[src/rtl/keypad_scanner.sv]
// keypad_scanner
//   Scans a 4x4 active-low matrix keypad. One column is driven low at a time.
//   The rows are synchronised and then sampled on the last cycle of each
//   column dwell. Presses and releases are debounced. The accepted key is
//   presented as a stable one-hot active-low column/row pair. The block also
//   outputs a binary key code and gives a single-cycle pulse for each press.
//
// Ports
//   clk        system clock
//   reset      asynchronous, active-low reset
//   row_n      keypad rows, active-low, asynchronous to clk
//   col_n      keypad column drive, one-hot active-low
//   key_c      debounced column, one-hot active-low, 4'hF = no key
//   key_r      debounced row, one-hot active-low, 4'hF = no key
//   key_code   col*4 + row of the accepted key
//   key_valid  one-cycle pulse when a press is accepted
//   key_held   high while an accepted key is held (through release debounce)
module keypad_scanner #(
  parameter int SCAN_DIV = 16,  // clk cycles per column dwell (>=3)
  parameter int DEBOUNCE = 4    // consecutive matching samples to accept (>=1)
) (
  input  logic       clk,
  input  logic       reset,
  input  logic [3:0] row_n,
  output logic [3:0] col_n,
  output logic [3:0] key_c,
  output logic [3:0] key_r,
  output logic [3:0] key_code,
  output logic       key_valid,
  output logic       key_held
);

  localparam int DIV_W = (SCAN_DIV > 1) ? $clog2(SCAN_DIV) : 1;
  localparam int DEB_W = $clog2(DEBOUNCE + 1);
  localparam logic [DIV_W-1:0] DIV_LAST   = DIV_W'(SCAN_DIV - 1);
  localparam logic [DEB_W-1:0] DEB_TARGET = DEB_W'(DEBOUNCE);
  localparam logic [DEB_W-1:0] DEB_ONE    = DEB_W'(1);

  typedef enum logic [1:0] {
    ST_SCAN,
    ST_DEBOUNCE,
    ST_HELD,
    ST_RELEASE
  } state_t;

  // Registered state
  logic [3:0]       row_meta, row_sync;
  logic [DIV_W-1:0] div_cnt;
  state_t           state;
  logic [1:0]       col_idx;
  logic [1:0]       cap_row;
  logic [DEB_W-1:0] deb_cnt;

  // Next-state values
  state_t           state_nx;
  logic [1:0]       col_nx;
  logic [1:0]       cap_nx;
  logic [DEB_W-1:0] deb_nx;
  logic [3:0]       key_c_nx, key_r_nx, code_nx;
  logic             valid_nx, held_nx;

  logic       sample;
  logic       any_low;
  logic       cap_low;
  logic [1:0] win_row;
  logic [DEB_W-1:0] deb_inc;
  logic       load_key;
  logic       drop_key;

  assign col_n   = ~(4'b0001 << col_idx);
  assign sample  = (div_cnt == DIV_LAST);
  assign any_low = (row_sync != 4'hF);
  assign cap_low = ~row_sync[cap_row];
  assign deb_inc = deb_cnt + DEB_ONE;

  // When several rows read low, the lowest row index wins.
  always_comb begin
    win_row = 2'd0;
    for (int i = 3; i >= 0; i--) begin
      if (!row_sync[i]) win_row = 2'(i);
    end
  end

  always_comb begin
    // NOTE: every output of this block gets a default first. With defaults,
    // a branch that does not assign a signal cannot create a latch.
    state_nx = state;
    col_nx   = col_idx;
    cap_nx   = cap_row;
    deb_nx   = deb_cnt;
    key_c_nx = key_c;
    key_r_nx = key_r;
    code_nx  = key_code;
    valid_nx = 1'b0;
    held_nx  = key_held;
    load_key = 1'b0;
    drop_key = 1'b0;

    if (sample) begin
      unique case (state)
        ST_SCAN: begin
          if (!any_low) begin
            col_nx = col_idx + 2'd1;
          end else begin
            cap_nx = win_row;
            deb_nx = DEB_ONE;
            if (DEB_ONE >= DEB_TARGET) load_key = 1'b1;
            else                       state_nx = ST_DEBOUNCE;
          end
        end
        ST_DEBOUNCE: begin
          if (cap_low) begin
            deb_nx = deb_inc;
            if (deb_inc >= DEB_TARGET) load_key = 1'b1;
          end else begin
            state_nx = ST_SCAN;
            col_nx   = col_idx + 2'd1;
            deb_nx   = '0;
          end
        end
        ST_HELD: begin
          // Only the captured row matters here. A second key is ignored.
          if (!cap_low) begin
            deb_nx = DEB_ONE;
            if (DEB_ONE >= DEB_TARGET) drop_key = 1'b1;
            else                       state_nx = ST_RELEASE;
          end
        end
        ST_RELEASE: begin
          if (!cap_low) begin
            deb_nx = deb_inc;
            if (deb_inc >= DEB_TARGET) drop_key = 1'b1;
          end else begin
            // The key bounced back down. Resume holding without a new pulse.
            state_nx = ST_HELD;
            deb_nx   = '0;
          end
        end
        default: state_nx = ST_SCAN;
      endcase
    end

    if (load_key) begin
      state_nx = ST_HELD;
      deb_nx   = '0;
      valid_nx = 1'b1;
      held_nx  = 1'b1;
      key_c_nx = ~(4'b0001 << col_idx);
      key_r_nx = ~(4'b0001 << cap_nx);
      code_nx  = {col_idx, cap_nx};
    end

    if (drop_key) begin
      state_nx = ST_SCAN;
      deb_nx   = '0;
      held_nx  = 1'b0;
      key_c_nx = 4'hF;
      key_r_nx = 4'hF;
      col_nx   = col_idx + 2'd1;
    end
  end

  // NOTE: sequential state uses non-blocking assignments only. Every flop
  // then updates from the values it had before the clock edge, so the
  // two-flop synchroniser works as a real two-stage chain.
  always_ff @(posedge clk or negedge reset) begin
    if (!reset) begin
      row_meta  <= 4'hF;
      row_sync  <= 4'hF;
      div_cnt   <= '0;
      state     <= ST_SCAN;
      col_idx   <= 2'd0;
      cap_row   <= 2'd0;
      deb_cnt   <= '0;
      key_c     <= 4'hF;
      key_r     <= 4'hF;
      key_code  <= 4'd0;
      key_valid <= 1'b0;
      key_held  <= 1'b0;
    end else begin
      row_meta  <= row_n;
      row_sync  <= row_meta;
      div_cnt   <= sample ? '0 : div_cnt + 1'b1;
      state     <= state_nx;
      col_idx   <= col_nx;
      cap_row   <= cap_nx;
      deb_cnt   <= deb_nx;
      key_c     <= key_c_nx;
      key_r     <= key_r_nx;
      key_code  <= code_nx;
      key_valid <= valid_nx;
      key_held  <= held_nx;
    end
  end

endmodule

[config.mk]
export PLATFORM = sky130hd
export DESIGN_NAME = keypad_scanner
export DESIGN_NICKNAME = d
export VERILOG_FILES = /design/src/rtl/keypad_scanner.sv
export SDC_FILE = /design/constraint.sdc
export NUM_CORES = 1
export LEC_CHECK = 0
export ABC_AREA = 1
export CORE_MARGIN = 8
export CORE_UTILIZATION = 42
export CTS_CLUSTER_DIAMETER = 80
export DETAILED_ROUTE_END_ITERATION = 8
export HOLD_SLACK_MARGIN = 0.02
export PLACE_DENSITY_LB_ADDON = 0.25
export SLEW_MARGIN = 20
export SYNTH_ARGS = -nofsm -noshare
export SYNTH_HDL_FRONTEND = slang
export SYNTH_SLANG_ARGS = --single-unit
[constraint.sdc]
create_clock -name clk -period 1.5 [get_ports clk]
set_input_delay 0.225 -clock clk [delete_from_list [all_inputs] [get_ports clk]]
set_output_delay 0.225 -clock clk [all_outputs]
set_load 0.03 [all_outputs]
* Word level (Yosys, flattened, before mapping)
Index checks and enable logic that the tools add are counted.
Operators by class: add/subtract/negate cells 3, multipliers 0, divide/modulo/power cells 0, magnitude comparators 2, equal/unequal tests 11, shift operators 2, multiplexer cells 45, bitwise logic cells 2, reduce and logical (&&, ||, !) cells 8
Operators with widths (number):
- $mux 2 | 18
- $mux 3 | 7
- $mux 4 | 5
- $ne 4x4->1 const B | 5
- $pmux 3 s4 | 1
- $mux 1 | 11
- $not 4->4 | 2
- $pmux 2 s4 | 1
- $shl 1x2->4 const A | 2
- $ne 3x3->1 const B | 2
- $reduce_bool 3->1 | 2
- $reduce_and 5->1 | 1
- $add 4x1->4 const B | 1
- $eq 2x2->1 const B | 2
- $eq 4x4->1 const B | 1
- $pmux 2 s2 | 1
- $reduce_and 4->1 | 1
- $reduce_bool 2->1 | 2
- $add 3x1->3 const B | 1
- $ge 3x3->1 const B | 1
- $lt 2x3->1 const B | 1
- $reduce_and 3->1 | 1
- $add 2x1->2 const B | 1
- $bmux 1 s2 | 1
- 2 further kinds | 2
Storage, ports and cells: bits in registers 35, bits in latches 0, memory bits (writable) 0, ROM bits 0, input bits 6, word-level logic and storage cells 85, memories 0

* Logic depth before layout (Yosys ltp)
Gate-level depths: netlist (run 1).
word-level depth 11, mapped depth 10, mapped depth without buffers 10

* Worst setup path after synthesis (run 1)
No wires, ideal clock.
path type register -> register, from reg div_cnt[0], to reg key_code[2], arrival time 1208 ps, data required time 1378 ps, slack 170 ps, cell stages (with the launch flop) 8, buffers on the path 1, cell sequence dfrtp_1 ha_1 nand3_2 nor2_4 nand3_4 buf_6 nand2_1 o21ai_1
On the way: longest elaborated chain between the ends 2
RTL lines:
- start: declaration | line 48 | logic [DIV_W-1:0] div_cnt;
- start signal: assignment | line 183 | div_cnt <= sample ? '0 : div_cnt + 1'b1;
- $eq 4x4->1 | line 71 | assign sample = (div_cnt == DIV_LAST);
- $mux 1 | line 99 | if (sample) begin
- end signal: assignment | line 190 | key_code <= code_nx;
- end: declaration | line 28 | output logic [3:0] key_code,
No other way between the ends. A chain may end at the register's enable or synchronous reset.

* Worst setup path after layout (run 1)
from reg deb_cnt[1], to reg key_code[0]
On the way: longest elaborated chain between the ends 6
RTL lines:
- start: declaration | line 52 | logic [DEB_W-1:0] deb_cnt;
- start signal: assignment | line 187 | deb_cnt <= deb_nx;
- $add 3x1->3 | line 74 | assign deb_inc = deb_cnt + DEB_ONE;
- $ge 3x3->1 | line 114 | if (deb_inc >= DEB_TARGET) load_key = 1'b1;
- $mux 1 | line 114
- $mux 1 | line 112 | if (cap_low) begin
- $mux 1 | line 100 | unique case (state)
- $mux 1 | line 99
No other way between the ends.

==> flow_summary.ini, run 1 <==
[pwr]
cellInternalPower_uw = 1520
power_frac_clock_pct = 31.9
seq_power_share_pct = 48.9
power_switching_uw = 621
power.total_uw = 2140
peakVddDrop_mv = 0.515
power_density_mw_per_mm2 = 1010
total_leakage_power_uw = 0.00114
combPwrFrac_pct = 19.2
p_sw_share_pct = 29.1

[clock_tree]
clk_latency_ns = 0.29
cts.reportedPaths.clkPinSlew_ns = 0.07
cts.sinks = 35
cts_tree = done
cts_buffers = 5
ctsHoldBuffers = 0
clock_path_buffers = 2
htreeDepth = 2
cts-root-buf = clkbuf_8

[grt]
grt_antenna_before_repair = 0
grt_max_degree = 36
groute.usage.overall_pct = 11.2
grt_pass1_wl_um = 5500
overflow = 0
first_global_vias = 1262

[yosys]
ys_ff_latch = 35
ys_warn_count = 0
syn_area_per_cell_um2 = 9.03
synth-seq-area-share_pct = 55.8
synth_cell_type_count = 21
yosys-top-cells-area = dfrtp_1 30%, dfstp_2 26%, nand2_1 12%, inv_1 7.9%, ha_1 4.7%
syn_area_mm2 = 0.00161
netlist_instances = 178
synth_nets = 190
synth_top_area_share_pct = 29.6
synth_area_leader_cell = dfrtp_1

[route]
antenna_left = 0
vias_per_cell = 4.66
drc = 0
route.vias.total = 1236
drt_iter0_drc = 45
drt_first_pass_iters = 4
wl_per_cell_um = 12.2
drt_wl_total_um = 3230

[cells_and_area]
layout-drive-gt1-share_pct = 29.0
fin_cells = 265
fillers = 331
syn_to_final_growth_pct = 32.1
design_area_mm2 = 0.00212
register_area_um2 = 896
final_util_pct = 58.0
fin_nets = 228
multiInputGateArea_um2 = 664
diodes = 0

[setup_path]
critical-path-top-delay-family = flip-flops
worstPathBufferInverterCount = 1
cp_slowest_stage_delay_ns = 0.39
criticalPathCategory = reg2reg
end_kind = flop
slowest_stage = dfrtp_1
worstPathMaxFanout = 6
path_cells = ha_2, xnor2_2, nor2_4, buf_4, nand3_2, nand2_1, o21ai_1
cp.arrival_ns = 1.63
reg2regPathDepth = 7
crit_path_start_kind = flop
crit_required_ns = 1.68
cp.depth = 7

[floorplanning]
die-area_mm2 = 0.00606
fp.coreArea_mm2 = 0.00366
die_w_um = 77.8
fp.dieH_um = 77.8
rows = 22
io_pins = 24
start_util_pct = 43.9

[placed_design]
dp_cells = 251
portBuffers = 23
gp_congestion = 0.861
place.detailed.hpwl_um = 2300
dpl_cell_area_mm2 = 0.00191

[sta]
slew_headroom_pct = 78.5
finalHoldViolCount = 0
post-route-period-util_pct = 96.7
fin_skew_ns = 0.00913
setup_viol = 0
tightest_slew_ns = 0.322
max_freq_mhz = 689
final-max-slew-violation-count = 0
whs_ns = 0.314
min_period_ns = 1.45
rsz0062_at_grt = true

[job]
max_cap_viol_count = 0

[status]
status = complete, no violations

[min_path]
hold_path.class = in2async
## cell usage in the layout, fill, tap and decap left out, types with 2 or more instances in the layout
cell type | netlist | routed
a21oi_1 | 2 | 2
a22oi_1 | 4 | 4
buf_4 | 0 | 10
clkbuf_8 | 0 | 6
clkdlybuf4s50_1 | 0 | 5
dfrtp_1 | 19 | 19
dfstp_2 | 16 | 16
dlygate4sd2_1 | 0 | 13
ha_1 | 6 | 4
inv_1 | 34 | 32
inv_2 | 0 | 2
nand2_1 | 53 | 50
nand2_2 | 5 | 6
nand2_4 | 0 | 2
nand3_1 | 12 | 10
nand3_2 | 1 | 3
nand3_4 | 1 | 2
nor2_1 | 7 | 6
nor2_2 | 4 | 2
nor2_4 | 2 | 5
o21ai_0 | 2 | 2
o21ai_1 | 5 | 3
o21ai_2 | 0 | 2
## metal layers
layer  up-vias  part of all wire [%]  track usage, %
li1        619                     -               -
met1       594                    40            11.4
met2        18                    53            19.5
met3         5                   6.1            5.18
met4         0                   1.1            3.96
met5         -                     0               0
## power by group through the flow
| stage | combinational (µW) | sequential (µW) | clock [µW] |
|---|---|---|---|
| floorplan | 230 | 1060 | 0 |
| global placement | 350 | 1050 | 0 |
| detailed placement | 359 | 1060 | 0 |
| CTS | 365 | 1040 | 703 |
| global route | 453 | 1050 | 745 |
| finish | 410 | 1050 | 681 |
## cell type report
| class | instances | share of cell area [%] |
|---|---|---|
| Inverter | 34 | 6.01 |
| Multi-Input combinational cell | 109 | 31.3 |
| Tap cell | 48 | 2.83 |
| Timing Repair Buffer | 31 | 13.3 |
| Sequential cell | 35 | 42.2 |
| Clock inverter | 1 | 0.236 |
| Clock buffer | 7 | 4.07 |
## final timing paths
| check | startpoint | to | slack [ns] |
|---|---|---|---|
| max | deb_cnt[1] | key_code[0] | 0.05 |
| min | reset | div_cnt[1] | 0.31 |
| max reg2reg | deb_cnt[1] | key_code[0] | 0.05 |
| min reg2reg | row_meta[2] | row_sync[2] | 0.35 |
| max in group asynchronous | reset | key_c[2] | 0.93 |
| min in group clk | row_n[1] | row_meta[1] | 0.35 |
## through the flow
step	setup slack, ns	TNS [ns]
2_1_floorplan	0.170	0
3_3_place_gp	0.0580	0
3_5_place_dp	-0.0144	-0.0252
4_1_cts	0.00366	0
5_1_grt	-0.0364	-0.215
6_report	0.0496	0
## flip-flops by register name, summed over array words and instances, names as in the netlist
name,flops
cap_row,2
div_cnt,4
row_meta,4
key_r,4
key_code,4
col_idx,2
key_valid,1
key_held,1
key_c,4
state,2
row_sync,4
deb_cnt,3
## cells by family after synthesis
logic type / count (synthesis) / synth area share, %
buffers and inverters: 35 / 8.64
flip-flops: 35 / 55.8
AND/OR/NAND/NOR: 87 / 25.2
adder cells (fa/ha/maj): 6 / 4.67
XOR/XNOR: 2 / 1.09
AO/OA/AOI/OAI: 13 / 4.67
## cell usage after synthesis
cell type / number
buf_6: 1
a21oi_1: 2
inv_1: 34
o21ai_1: 5
ha_1: 6
nor2_2: 4
nor2_4: 2
nand2_2: 5
dfrtp_1: 19
nand3_4: 1
nand4_1: 1
o21ai_0: 2
a22oi_1: 4
nand2_1: 53
nand3_2: 1
dfstp_2: 16
or2_2: 1
xor2_1: 1
nand3_1: 12
nor2_1: 7
xnor2_1: 1
## repair_timing
| item | CTS | global route |
|---|---|---|
| cloned | 1 | 0 |
| buffers inserted | 2 | 3 |
| gates resized for setup | 13 | 22 |
| endpoints found under the hold margin | 0 | 0 |
| pin swaps | 0 | 4 |
| setup endpoints to repair | 15 | 23 |
Note: power is estimated with default switching activity, not from simulation.
==> run 2: changes to the inputs <==
Clock period 1.5 ns to 1.8 ns, I/O delays scaled along.
==> run 2 against run 1 <==
  * Worst hold slack better by 0.042 ns
  * Routed wire length down 8.7%
  * Global-route usage down 0.32 points
  * Die area unchanged
  * Largest cell class unchanged
  * Count of clock-buffer cells in the layout down 2
  * Critical path type is now reg2out
  * Highest routed layer unchanged
  * Critical endpoint is now key_c[3]
  * Clock skew down 0.0049 ns
  * Setup slack worse by 0.0047 ns
  * Critical path depth down 6
==> flow_summary.ini, run 2 (synthesis results as in run 1) <==
[status]
status = complete, no violations

[floorplanning]
start_util_pct = 43.9
fp.coreArea_mm2 = 0.00366
io_pins = 24
rows = 22
die_w_um = 77.8
die-area_mm2 = 0.00606
fp.dieH_um = 77.8

[pwr]
cellInternalPower_uw = 1480
power_switching_uw = 501
seq_power_share_pct = 43.9
total_leakage_power_uw = 0.00102
combPwrFrac_pct = 14.4
power_density_mw_per_mm2 = 977
power_frac_clock_pct = 41.7
p_sw_share_pct = 25.3
peakVddDrop_mv = 0.516

[sta]
slew_headroom_pct = 72.3
tns_ns = 0
setup_viol = 0
min_period_ns = 1.76
fin_skew_ns = 0.00428
final-max-slew-violation-count = 0
rsz0062_at_grt = false
post-route-period-util_pct = 97.5
tightest_slew_ns = 0.415
finalHoldViolCount = 0
max_freq_mhz = 570

[setup_path]
worst_r2r_startpoint = div_cnt[0]
end_kind = output pin
cp.depth = 1
critical-path-top-delay-family = buffers and inverters
crit_path_start_kind = flop
slowest_stage = clkdlybuf4s50_1
crit_end = key_c[3]
cp.arrival_ns = 1.49
worstPathMaxFanout = 2
worstPathBufferInverterCount = 1
path_cells = clkdlybuf4s50_1
reg2reg_to = key_r[3]
reg2regPathDepth = 8
crit_required_ns = 1.53
criticalPathCategory = reg2out
crit_start = key_c[3]
cp_slowest_stage_delay_ns = 0.67
reg2reg_setup_slack_ns = 0.21

[clock_tree]
cts_tree = done
cts.sinks = 35
clk_latency_ns = 0.28
cts.reportedPaths.clkPinSlew_ns = 0.07
cts-root-buf = clkbuf_8
cts_setup_buffers = 0
htreeDepth = 2
cts_buffers = 5
clock_path_buffers = 2

[route]
antenna_left = 0
drt_iter0_drc = 52
wl_per_cell_um = 11.5
drt_first_pass_iters = 4
drt_wl_total_um = 2950
drc = 0
route.vias.total = 1182
vias_per_cell = 4.60

[cells_and_area]
fin_cells = 257
fin_nets = 220
final_cell_mix = 53 x nand2_1, 34 x inv_1, 19 x dfrtp_1, 18 x clkdlybuf4s50_1, 16 x dfstp_2
diodes = 0
syn_to_final_growth_pct = 26.2
final_common_cell = nand2_1
fillers = 336
layout-drive-gt1-share_pct = 18.7

[placed_design]
portBuffers = 23
dp_cells = 249
gp_congestion = 0.784
place.detailed.hpwl_um = 2230

[grt]
overflow = 0
first_global_vias = 1240
grt_pass1_wl_um = 5340
groute.usage.overall_pct = 10.9
grt_max_degree = 36
grt_antenna_before_repair = 0

[job]
max_cap_viol_count = 0

[min_path]
hold_path.class = reg2reg
==> run 2: changes by cell type in the layout (fill, tap and decap cells not counted), sizes merged, moves of 2 or more <==
cell,previous run,this run
dlygate4sd2,13,3
clkdlybuf4s50,5,18
buf,12,1
bufinv,0,2
clkbuf,7,5
==> run 2: layout make-up <==
cell class                      count  area (µm²)  area share, %
Multi-Input combinational cell    108         572           28.2
Sequential cell                    35         896           44.2
Tap cell                           48        60.1           2.96
Timing Repair Buffer               24         236           11.7
Inverter                           34         128           6.29
Clock inverter                      3        67.6           3.33
Clock buffer                        5        68.8           3.39
==> run 2: worst min-delay path by stage <==
stage / from / endpoint / cells after the start
after floorplan: reset / cap_row[0] / 0
final: row_meta[2] / row_sync[2] / 0
after CTS: row_meta[2] / row_sync[2] / 0
after detailed placement: row_meta[2] / row_sync[2] / 0
after global placement: row_meta[1] / row_sync[1] / 0
after global routing: row_meta[2] / row_sync[2] / 0
==> run 2: power by group through the flow <==
stage / clock network (µW) / logic [µW] / registers [µW]
after floorplan: 0 / 191 / 881
after global placement: 0 / 290 / 879
after detailed placement: 0 / 299 / 882
after CTS: 846 / 287 / 869
after global routing: 881 / 323 / 875
final: 827 / 285 / 869
==> run 2: metal layers <==
metal / track usage [%] / up-vias / wire [µm]
li1: - / 596 / -
met1: 12.2 / 561 / 1280
met2: 17.5 / 19 / 1440
met3: 4.72 / 6 / 185
met4: 4.91 / 0 / 51
met5: 0 / - / 0
==> run 2: repair_timing <==
action / CTS / global route
hold buffers: 0 / 0
pin swaps: 0 / 0
resized for setup: 4 / 2
setup endpoints to repair: 4 / 2
==> run 2: metrics by stage <==
stage / hold WS (ns) / setup WS (ns) / util (%) / cell area (µm²) / total power, µW
finish: 0.357 / 0.0449 / 55.4 / 2030 / 1980
global placement: 0.346 / 0.145 / 51.7 / 1890 / 1170
floorplan: -0.0256 / 0.470 / - / 1610 / 1070
CTS: 0.358 / 0.0237 / 55.3 / 2020 / 2000
global route: 0.364 / 0.00266 / 55.4 / 2030 / 2080
detailed placement: 0.348 / 0.104 / 51.7 / 1890 / 1180
